==> src/rtl/rv_plic_claim_host_if.sv <==
// TL-UL A/D channel bundle between rv_plic_claim_host (master) and the crossbar port (slave).
// Signal names keep the host-side _o/_i suffixes so the host port list reads as before.
interface rv_plic_claim_host_if;
    logic        a_valid_o;
    logic [2:0]  a_opcode_o;
    logic [31:0] a_address_o;
    logic [31:0] a_data_o;
    logic [3:0]  a_mask_o;
    logic [1:0]  a_size_o;
    logic [7:0]  a_source_o;
    logic        a_ready_i;
    logic        d_valid_i;
    logic [31:0] d_data_i;
    logic [7:0]  d_source_i;
    logic        d_error_i;
    logic        d_ready_o;

    modport master (
        output a_valid_o, a_opcode_o, a_address_o, a_data_o, a_mask_o, a_size_o, a_source_o,
        input  a_ready_i,
        input  d_valid_i, d_data_i, d_source_i, d_error_i,
        output d_ready_o
    );

    modport slave (
        input  a_valid_o, a_opcode_o, a_address_o, a_data_o, a_mask_o, a_size_o, a_source_o,
        output a_ready_i,
        output d_valid_i, d_data_i, d_source_i, d_error_i,
        input  d_ready_o
    );
endinterface

==> src/rtl/rv_plic_claim_host.sv <==
// PLIC claim/complete TL-UL host: claims on irq_i, hands the ID to a consumer, writes it back.
// Optional claim statistics counters are built when RV_PLIC_CLAIM_STATS_EN is defined.
module rv_plic_claim_host #(
    parameter int unsigned NumSrc        = 55,
    parameter int unsigned IdWidth       = 6,
    parameter logic [31:0] BaseAddr      = 32'h0,
    parameter logic [8:0]  CcOffset      = 9'h10c,
    parameter logic [7:0]  SourceId      = 8'h0,
    parameter int unsigned HoldoffCycles = 2
) (
    input  logic               clk_i,
    input  logic               rst_ni,
    input  logic               irq_i,
    input  logic [IdWidth-1:0] irq_id_i,
    rv_plic_claim_host_if.master tl,
    output logic               claim_valid_o,
    output logic [IdWidth-1:0] claim_id_o,
    input  logic               claim_ready_i,
    input  logic               complete_i,
    output logic               err_o,
    output logic               busy_o,
    output logic [15:0]        claim_cnt_o,
    output logic [15:0]        spurious_cnt_o
);

    localparam logic [2:0]  OpGet     = 3'd4;
    localparam logic [2:0]  OpPutFull = 3'd0;
    localparam logic [31:0] CcAddr    = BaseAddr + {23'b0, CcOffset};
    localparam logic [3:0]  HoldInit  = 4'(HoldoffCycles - 1);
    localparam bit          NumSrcFits = ((1 << IdWidth) > NumSrc);

    typedef enum logic [2:0] {
        IDLE, CLAIM_REQ, CLAIM_RSP, PRESENT, SERVICE, CMPL_REQ, CMPL_RSP, HOLDOFF
    } state_e;

    state_e             state_q, state_d;
    logic [3:0]         hold_q, hold_d;
    logic [IdWidth-1:0] id_q, id_d;
    logic               err_q, err_d;
    logic               busy_q, busy_d;
    logic               claim_valid_q, claim_valid_d;
    logic               a_valid_q, a_valid_d;
    logic [2:0]         a_opcode_q, a_opcode_d;
    logic [31:0]        a_address_q, a_address_d;
    logic [31:0]        a_data_q, a_data_d;
    logic [3:0]         a_mask_q, a_mask_d;
    logic [1:0]         a_size_q, a_size_d;
    logic [7:0]         a_source_q, a_source_d;
    logic               d_ready_q, d_ready_d;

    logic a_hs, d_hs, rsp_bad, rsp_zero;

    // The ID hint is deliberately ignored; the claim read is the only source of truth.
    logic unused_inputs;
    assign unused_inputs = ^{irq_id_i, tl.d_data_i[31:IdWidth], NumSrcFits};

    assign a_hs     = a_valid_q && tl.a_ready_i;
    assign d_hs     = tl.d_valid_i && d_ready_q;
    assign rsp_bad  = tl.d_error_i || (tl.d_source_i != SourceId);
    assign rsp_zero = (tl.d_data_i[IdWidth-1:0] == '0);

    always_comb begin
        state_d = state_q;
        hold_d  = hold_q;
        id_d    = id_q;
        err_d   = 1'b0;
        unique case (state_q)
            IDLE:      if (irq_i) state_d = CLAIM_REQ;
            CLAIM_REQ: if (a_hs) state_d = CLAIM_RSP;
            CLAIM_RSP: begin
                if (d_hs) begin
                    if (rsp_bad) begin
                        err_d   = 1'b1;
                        state_d = IDLE;
                    end else if (rsp_zero) begin
                        state_d = HOLDOFF;
                        hold_d  = HoldInit;
                    end else begin
                        id_d    = tl.d_data_i[IdWidth-1:0];
                        state_d = PRESENT;
                    end
                end
            end
            PRESENT:   if (claim_ready_i) state_d = SERVICE;
            SERVICE:   if (complete_i) state_d = CMPL_REQ;
            CMPL_REQ:  if (a_hs) state_d = CMPL_RSP;
            CMPL_RSP: begin
                if (d_hs) begin
                    err_d   = rsp_bad;
                    state_d = HOLDOFF;
                    hold_d  = HoldInit;
                end
            end
            HOLDOFF: begin
                if (hold_q == '0) state_d = IDLE;
                else              hold_d  = hold_q - 4'd1;
            end
            default:   state_d = IDLE;
        endcase

        // Outputs are decoded from the next state so every one of them is a flop.
        a_valid_d     = (state_d == CLAIM_REQ) || (state_d == CMPL_REQ);
        a_opcode_d    = (state_d == CLAIM_REQ) ? OpGet : OpPutFull;
        a_address_d   = a_valid_d ? CcAddr : '0;
        a_data_d      = (state_d == CMPL_REQ) ? {{(32-IdWidth){1'b0}}, id_d} : '0;
        a_mask_d      = a_valid_d ? 4'hF : '0;
        a_size_d      = a_valid_d ? 2'd2 : '0;
        a_source_d    = a_valid_d ? SourceId : '0;
        d_ready_d     = (state_d == CLAIM_RSP) || (state_d == CMPL_RSP);
        claim_valid_d = (state_d == PRESENT);
        busy_d        = (state_d != IDLE);
    end

    always_ff @(posedge clk_i or negedge rst_ni) begin
        if (!rst_ni) begin
            state_q       <= IDLE;
            hold_q        <= '0;
            id_q          <= '0;
            err_q         <= 1'b0;
            busy_q        <= 1'b0;
            claim_valid_q <= 1'b0;
            a_valid_q     <= 1'b0;
            a_opcode_q    <= '0;
            a_address_q   <= '0;
            a_data_q      <= '0;
            a_mask_q      <= '0;
            a_size_q      <= '0;
            a_source_q    <= '0;
            d_ready_q     <= 1'b0;
        end else begin
            state_q       <= state_d;
            hold_q        <= hold_d;
            id_q          <= id_d;
            err_q         <= err_d;
            busy_q        <= busy_d;
            claim_valid_q <= claim_valid_d;
            a_valid_q     <= a_valid_d;
            a_opcode_q    <= a_opcode_d;
            a_address_q   <= a_address_d;
            a_data_q      <= a_data_d;
            a_mask_q      <= a_mask_d;
            a_size_q      <= a_size_d;
            a_source_q    <= a_source_d;
            d_ready_q     <= d_ready_d;
        end
    end

    assign tl.a_valid_o   = a_valid_q;
    assign tl.a_opcode_o  = a_opcode_q;
    assign tl.a_address_o = a_address_q;
    assign tl.a_data_o    = a_data_q;
    assign tl.a_mask_o    = a_mask_q;
    assign tl.a_size_o    = a_size_q;
    assign tl.a_source_o  = a_source_q;
    assign tl.d_ready_o   = d_ready_q;
    assign claim_valid_o  = claim_valid_q;
    assign claim_id_o     = id_q;
    assign err_o          = err_q;
    assign busy_o         = busy_q;

`ifdef RV_PLIC_CLAIM_STATS_EN
    logic [15:0] claim_cnt_q, claim_cnt_d;
    logic [15:0] spurious_cnt_q, spurious_cnt_d;

    always_comb begin
        claim_cnt_d    = claim_cnt_q;
        spurious_cnt_d = spurious_cnt_q;
        if (state_q == CLAIM_RSP && d_hs && !rsp_bad) begin
            if (rsp_zero) begin
                if (spurious_cnt_q != '1) spurious_cnt_d = spurious_cnt_q + 16'd1;
            end else begin
                if (claim_cnt_q != '1) claim_cnt_d = claim_cnt_q + 16'd1;
            end
        end
    end

    always_ff @(posedge clk_i or negedge rst_ni) begin
        if (!rst_ni) begin
            claim_cnt_q    <= '0;
            spurious_cnt_q <= '0;
        end else begin
            claim_cnt_q    <= claim_cnt_d;
            spurious_cnt_q <= spurious_cnt_d;
        end
    end

    assign claim_cnt_o    = claim_cnt_q;
    assign spurious_cnt_o = spurious_cnt_q;
`else
    assign claim_cnt_o    = '0;
    assign spurious_cnt_o = '0;
`endif

endmodule
==> src/flat_wrapper.sv <==
// flat-port wrapper written by rule: the top's interface ports become plain ports
module rv_plic_claim_host_flat 
#(
    parameter int unsigned NumSrc        = 55,
    parameter int unsigned IdWidth       = 6,
    parameter logic [31:0] BaseAddr      = 32'h0,
    parameter logic [8:0]  CcOffset      = 9'h10c,
    parameter logic [7:0]  SourceId      = 8'h0,
    parameter int unsigned HoldoffCycles = 2
)
  (clk_i, rst_ni, irq_i, irq_id_i, claim_valid_o, claim_id_o, claim_ready_i, complete_i, err_o, busy_o, claim_cnt_o, spurious_cnt_o, tl_a_valid_o, tl_a_opcode_o, tl_a_address_o, tl_a_data_o, tl_a_mask_o, tl_a_size_o, tl_a_source_o, tl_a_ready_i, tl_d_valid_i, tl_d_data_i, tl_d_source_i, tl_d_error_i, tl_d_ready_o);
  rv_plic_claim_host_if tl_i ();
  input  logic clk_i;
  input  logic rst_ni;
  input  logic irq_i;
  input  logic [IdWidth-1:0] irq_id_i;
  output logic claim_valid_o;
  output logic [IdWidth-1:0] claim_id_o;
  input  logic claim_ready_i;
  input  logic complete_i;
  output logic err_o;
  output logic busy_o;
  output logic [15:0] claim_cnt_o;
  output logic [15:0] spurious_cnt_o;
  output wire logic [$bits(tl_i.a_valid_o)-1:0] tl_a_valid_o;
  output wire logic [$bits(tl_i.a_opcode_o)-1:0] tl_a_opcode_o;
  output wire logic [$bits(tl_i.a_address_o)-1:0] tl_a_address_o;
  output wire logic [$bits(tl_i.a_data_o)-1:0] tl_a_data_o;
  output wire logic [$bits(tl_i.a_mask_o)-1:0] tl_a_mask_o;
  output wire logic [$bits(tl_i.a_size_o)-1:0] tl_a_size_o;
  output wire logic [$bits(tl_i.a_source_o)-1:0] tl_a_source_o;
  input wire logic [$bits(tl_i.a_ready_i)-1:0] tl_a_ready_i;
  input wire logic [$bits(tl_i.d_valid_i)-1:0] tl_d_valid_i;
  input wire logic [$bits(tl_i.d_data_i)-1:0] tl_d_data_i;
  input wire logic [$bits(tl_i.d_source_i)-1:0] tl_d_source_i;
  input wire logic [$bits(tl_i.d_error_i)-1:0] tl_d_error_i;
  output wire logic [$bits(tl_i.d_ready_o)-1:0] tl_d_ready_o;
  assign tl_a_valid_o = tl_i.a_valid_o;
  assign tl_a_opcode_o = tl_i.a_opcode_o;
  assign tl_a_address_o = tl_i.a_address_o;
  assign tl_a_data_o = tl_i.a_data_o;
  assign tl_a_mask_o = tl_i.a_mask_o;
  assign tl_a_size_o = tl_i.a_size_o;
  assign tl_a_source_o = tl_i.a_source_o;
  assign tl_i.a_ready_i = tl_a_ready_i;
  assign tl_i.d_valid_i = tl_d_valid_i;
  assign tl_i.d_data_i = tl_d_data_i;
  assign tl_i.d_source_i = tl_d_source_i;
  assign tl_i.d_error_i = tl_d_error_i;
  assign tl_d_ready_o = tl_i.d_ready_o;
  rv_plic_claim_host #(.NumSrc(NumSrc), .IdWidth(IdWidth), .BaseAddr(BaseAddr), .CcOffset(CcOffset), .SourceId(SourceId), .HoldoffCycles(HoldoffCycles)) u_core (.clk_i(clk_i), .rst_ni(rst_ni), .irq_i(irq_i), .irq_id_i(irq_id_i), .tl(tl_i), .claim_valid_o(claim_valid_o), .claim_id_o(claim_id_o), .claim_ready_i(claim_ready_i), .complete_i(complete_i), .err_o(err_o), .busy_o(busy_o), .claim_cnt_o(claim_cnt_o), .spurious_cnt_o(spurious_cnt_o));
endmodule
==> config.mk <==
export PLATFORM = sky130hd
export DESIGN_NAME = rv_plic_claim_host_flat
export DESIGN_NICKNAME = d
export VERILOG_FILES = /design/src/rtl/rv_plic_claim_host_if.sv /design/src/rtl/rv_plic_claim_host.sv /design/src/flat_wrapper.sv
export SDC_FILE = /design/constraint.sdc
export NUM_CORES = 1
export LEC_CHECK = 0
export ABC_CLOCK_PERIOD_IN_PS = 2900
export CELL_PAD_IN_SITES_DETAIL_PLACEMENT = 1
export CELL_PAD_IN_SITES_GLOBAL_PLACEMENT = 1
export CORE_MARGIN = 5
export CORE_UTILIZATION = 21
export CTS_BUF_LIST = sky130_fd_sc_hd__clkbuf_8
export DETAILED_ROUTE_END_ITERATION = 12
export PLACE_DENSITY = 0.89
export SLEW_MARGIN = 20
export SYNTH_ARGS = -nofsm -noshare
export SYNTH_HDL_FRONTEND = slang
export SYNTH_SLANG_ARGS = --single-unit
==> constraint.sdc <==
create_clock -name clk_i -period 2.9 [get_ports clk_i]
set_input_delay 0.29 -clock clk_i [delete_from_list [all_inputs] [get_ports clk_i]]
set_output_delay 0.29 -clock clk_i [all_outputs]
set_load 0.02 [all_outputs]
==> results.toml <==
[status]
outcome = "finished clean"

[worst_setup_path]
crit_start = "tl_d_data_i[2]"
critPathRequiredTime_ns = 3.06
cp_max_fo = 4
setup.worst_path.start_class = "input port"
critical_path.cell_chain = "clkdlybuf4s50_1 > or4_4 > or4b_1 > a32oi_2 > mux2_1"
max_stage_delay_ns = 0.55
worstSetupEndpointType = "register"
worstPathArrival_ns = 2.49
path_class = "input port to register"
crit_slowest_cell = "or4_4"
r2r-start = "u_core.state_q[0]$_DFF_PN0_"

[clock_network]
htreeDepth = 1
clkTransAtPathRegs_ns = 0.09
cts_num_sinks = 25
clockBufferDepth = 2
cts_tree = "built"
cts_resized = 0
cts_setup_buffers = 0
postCtsHoldBufs = 0
cts_buffers = 3
clk_latency_ns = 0.27
cts-root-buf = "clkbuf_8"

[floorplanning]
num_io_pins = 178
die_h_um = 106
placeableCoreArea_mm2 = 0.00915
initial_core_util_pct = 21.3
rows = 35
dieWidth_um = 106
die_area_mm2 = 0.0113

[pwr]
clkPwrFrac_pct = 13.9
combPwrFrac_pct = 50.8
internal_power_mw = 0.832
p_leak_nw = 1.05
ir_worst_vdd_v = 0.000231
sw_frac_of_total_pct = 44.9
power_mw = 1.51
p_switching_mw = 0.678
power_per_cell_area_mw_per_mm2 = 694
seqPwrFrac_pct = 35.3

[grt]
grtUsageTotal_pct = 7.41
grt_antenna_before_repair = 0
grt_max_degree = 26
grt_pass1_vias = 1367
grt_pass1_wl_um = 6830
gr-total-overflow = 0

[place]
gp_congestion = 0.743
dpl_worst_slack_ns = 0.281
dpl.hpwl_um = 3780
port_buffers = 47

[synth]
synth_xor_xnor_area_share_pct = 0
synthesis.area_mm2 = 0.00195
synth_edf_count = 0
ys_warn_count = 0
synth_mux_area_share_pct = 1.15
ys.flop_type = "dfrtp_1"
synth_compound_area_share_pct = 9.17
synth_fa_ha_area_share_pct = 1.28
yosys.area_share.simple_pct = 13.5
synthCells = 219
yosysUniqueCellTypes = 37
ys_seq_area_share_pct = 32.1
synth_top_family_by_area = "buffers and inverters"
ys_ff_latch = 25
syn_avg_cell_area_um2 = 8.91
async_flop_share_pct = 100

[routing]
first_iter_violations = 20
drt-total-wl_um = 4540
wl_per_cell_um = 12.3
vias_per_cell = 3.57
antenna_left = 0
dr.pass1.iters = 4
drc = 0
num_vias = 1320

[finish]
num_antenna_cells = 0
layout_common_cells = "98 x conb_1, 47 x clkdlybuf4s50_1, 25 x dfrtp_1"
drive_gt1_share_pct = 3.86
final_common_cell = "conb_1"
design.final.nets = 316
area_growth_pct = 11.4

[timing]
fin_ws_ns = 0.573
fin_skew_ns = 0.00430
rsz0062_at_grt = "false"
tns_ns = 0
worst_pin_slew_ns = 0.619
finalMaxSlewViolations = 0
finalSetupViolations = 0
finalHoldViolations = 0
timing.fmax_mhz = 430
layout_worst_path_cycle_share_pct = 80.2
relSlewSlack_pct = 58.4
finalCriticalPeriod_ns = 2.33

[worst_hold_path]
min_path_type = "input port to asynchronous set/reset pin"

[flow_run]
cap_viol_max_count = 0
-- routing by layer --
metal  track usage (%)  vias to the layer above  part of all wire (%)
met5                 0                        -                     0
met1              8.41                      633                    38
met3              1.58                        4                   7.5
li1                  -                      605                     -
met4              1.64                        0                  0.88
met2              14.1                       78                    53
-- worst paths after layout --
kind	endpoint	slack, ns	cells past startpoint
max	u_core.hold_q[1]$_DFFE_PN0P_	0.57	5
min	u_core.err_o$_DFF_PN0_	0.37	2
max reg2reg	u_core.hold_q[1]$_DFFE_PN0P_	0.70	4
min reg2reg	u_core.hold_q[1]$_DFFE_PN0P_	0.55	1
max in group asynchronous	u_core.state_q[2]$_DFF_PN0_	2.28	2
min in group clk_i	u_core.hold_q[1]$_DFFE_PN0P_	0.55	1
-- state kept, by name, summed over array words and instances (netlist names) --
name                  count
u_core.tl.a_mask_o        1
u_core.tl.a_data_o        6
u_core.hold_q             4
u_core.busy_o             1
u_core.tl.d_ready_o       1
u_core.claim_valid_o      1
u_core.err_o              1
u_core.state_q            3
u_core.claim_id_o         6
u_core.tl.a_opcode_o      1
-- synth_stat cells, types with 2 or more instances --
master	instances	area, um2
buf_4	106	796
dfrtp_1	25	626
nand2_1	13	48.8
o21ai_0	8	40.0
a21oi_1	7	35.0
inv_1	6	22.5
nor2_1	5	18.8
clkbuf_1	4	15.0
nor3_1	4	20.0
nor3b_1	4	30.0
nor4_1	3	18.8
a31oi_1	2	12.5
a41oi_1	2	17.5
and4b_1	2	20.0
ha_1	2	25.0
nand2b_1	2	12.5
nand3_1	2	10.0
nand4_1	2	12.5
or3_1	2	12.5
-- cell families after synthesis --
family	count (synthesis)
simple gates	46
flops	25
mux	2
fa+ha+maj	2
other cells	1
compound gates	27
buf+inv	116
-- through the flow --
step	instance area [um2]	instances	utilization (%)	hold slack (ns)
finish	2170	370	23.8	0.373
global route	2170	370	23.8	0.411
CTS	2170	370	23.8	0.389
detailed placement	2130	366	23.3	0.532
global placement	2130	366	23.3	0.489
floorplan	2320	316	-	-0.00559
-- cell type report --
class                   instances  area, um2
fillers                      1096       6980
clock inverters                 1       3.75
flip-flops and latches         25        626
inverters                       6       22.5
clock buffers                   3       41.3
multi-input cells             175        857
repair buffers                 49        485
well taps                     111        139
-- power groups by stage --
stage	sequential [mW]	clock, mW	combinational (mW)
after floorplan	0.509	0	0.679
after global placement	0.528	0	0.747
after detailed placement	0.537	0	0.773
after CTS	0.535	0.218	0.775
after global routing	0.553	0.231	0.839
final	0.532	0.210	0.767
-- critical path, delay by kind of cell --
family	cells	cell delay (ns)
buf+inv	1	0.45
compound gates	1	0.33
mux	1	0.36
simple gates	2	1.06
Power figures use the tool's default switching activity.
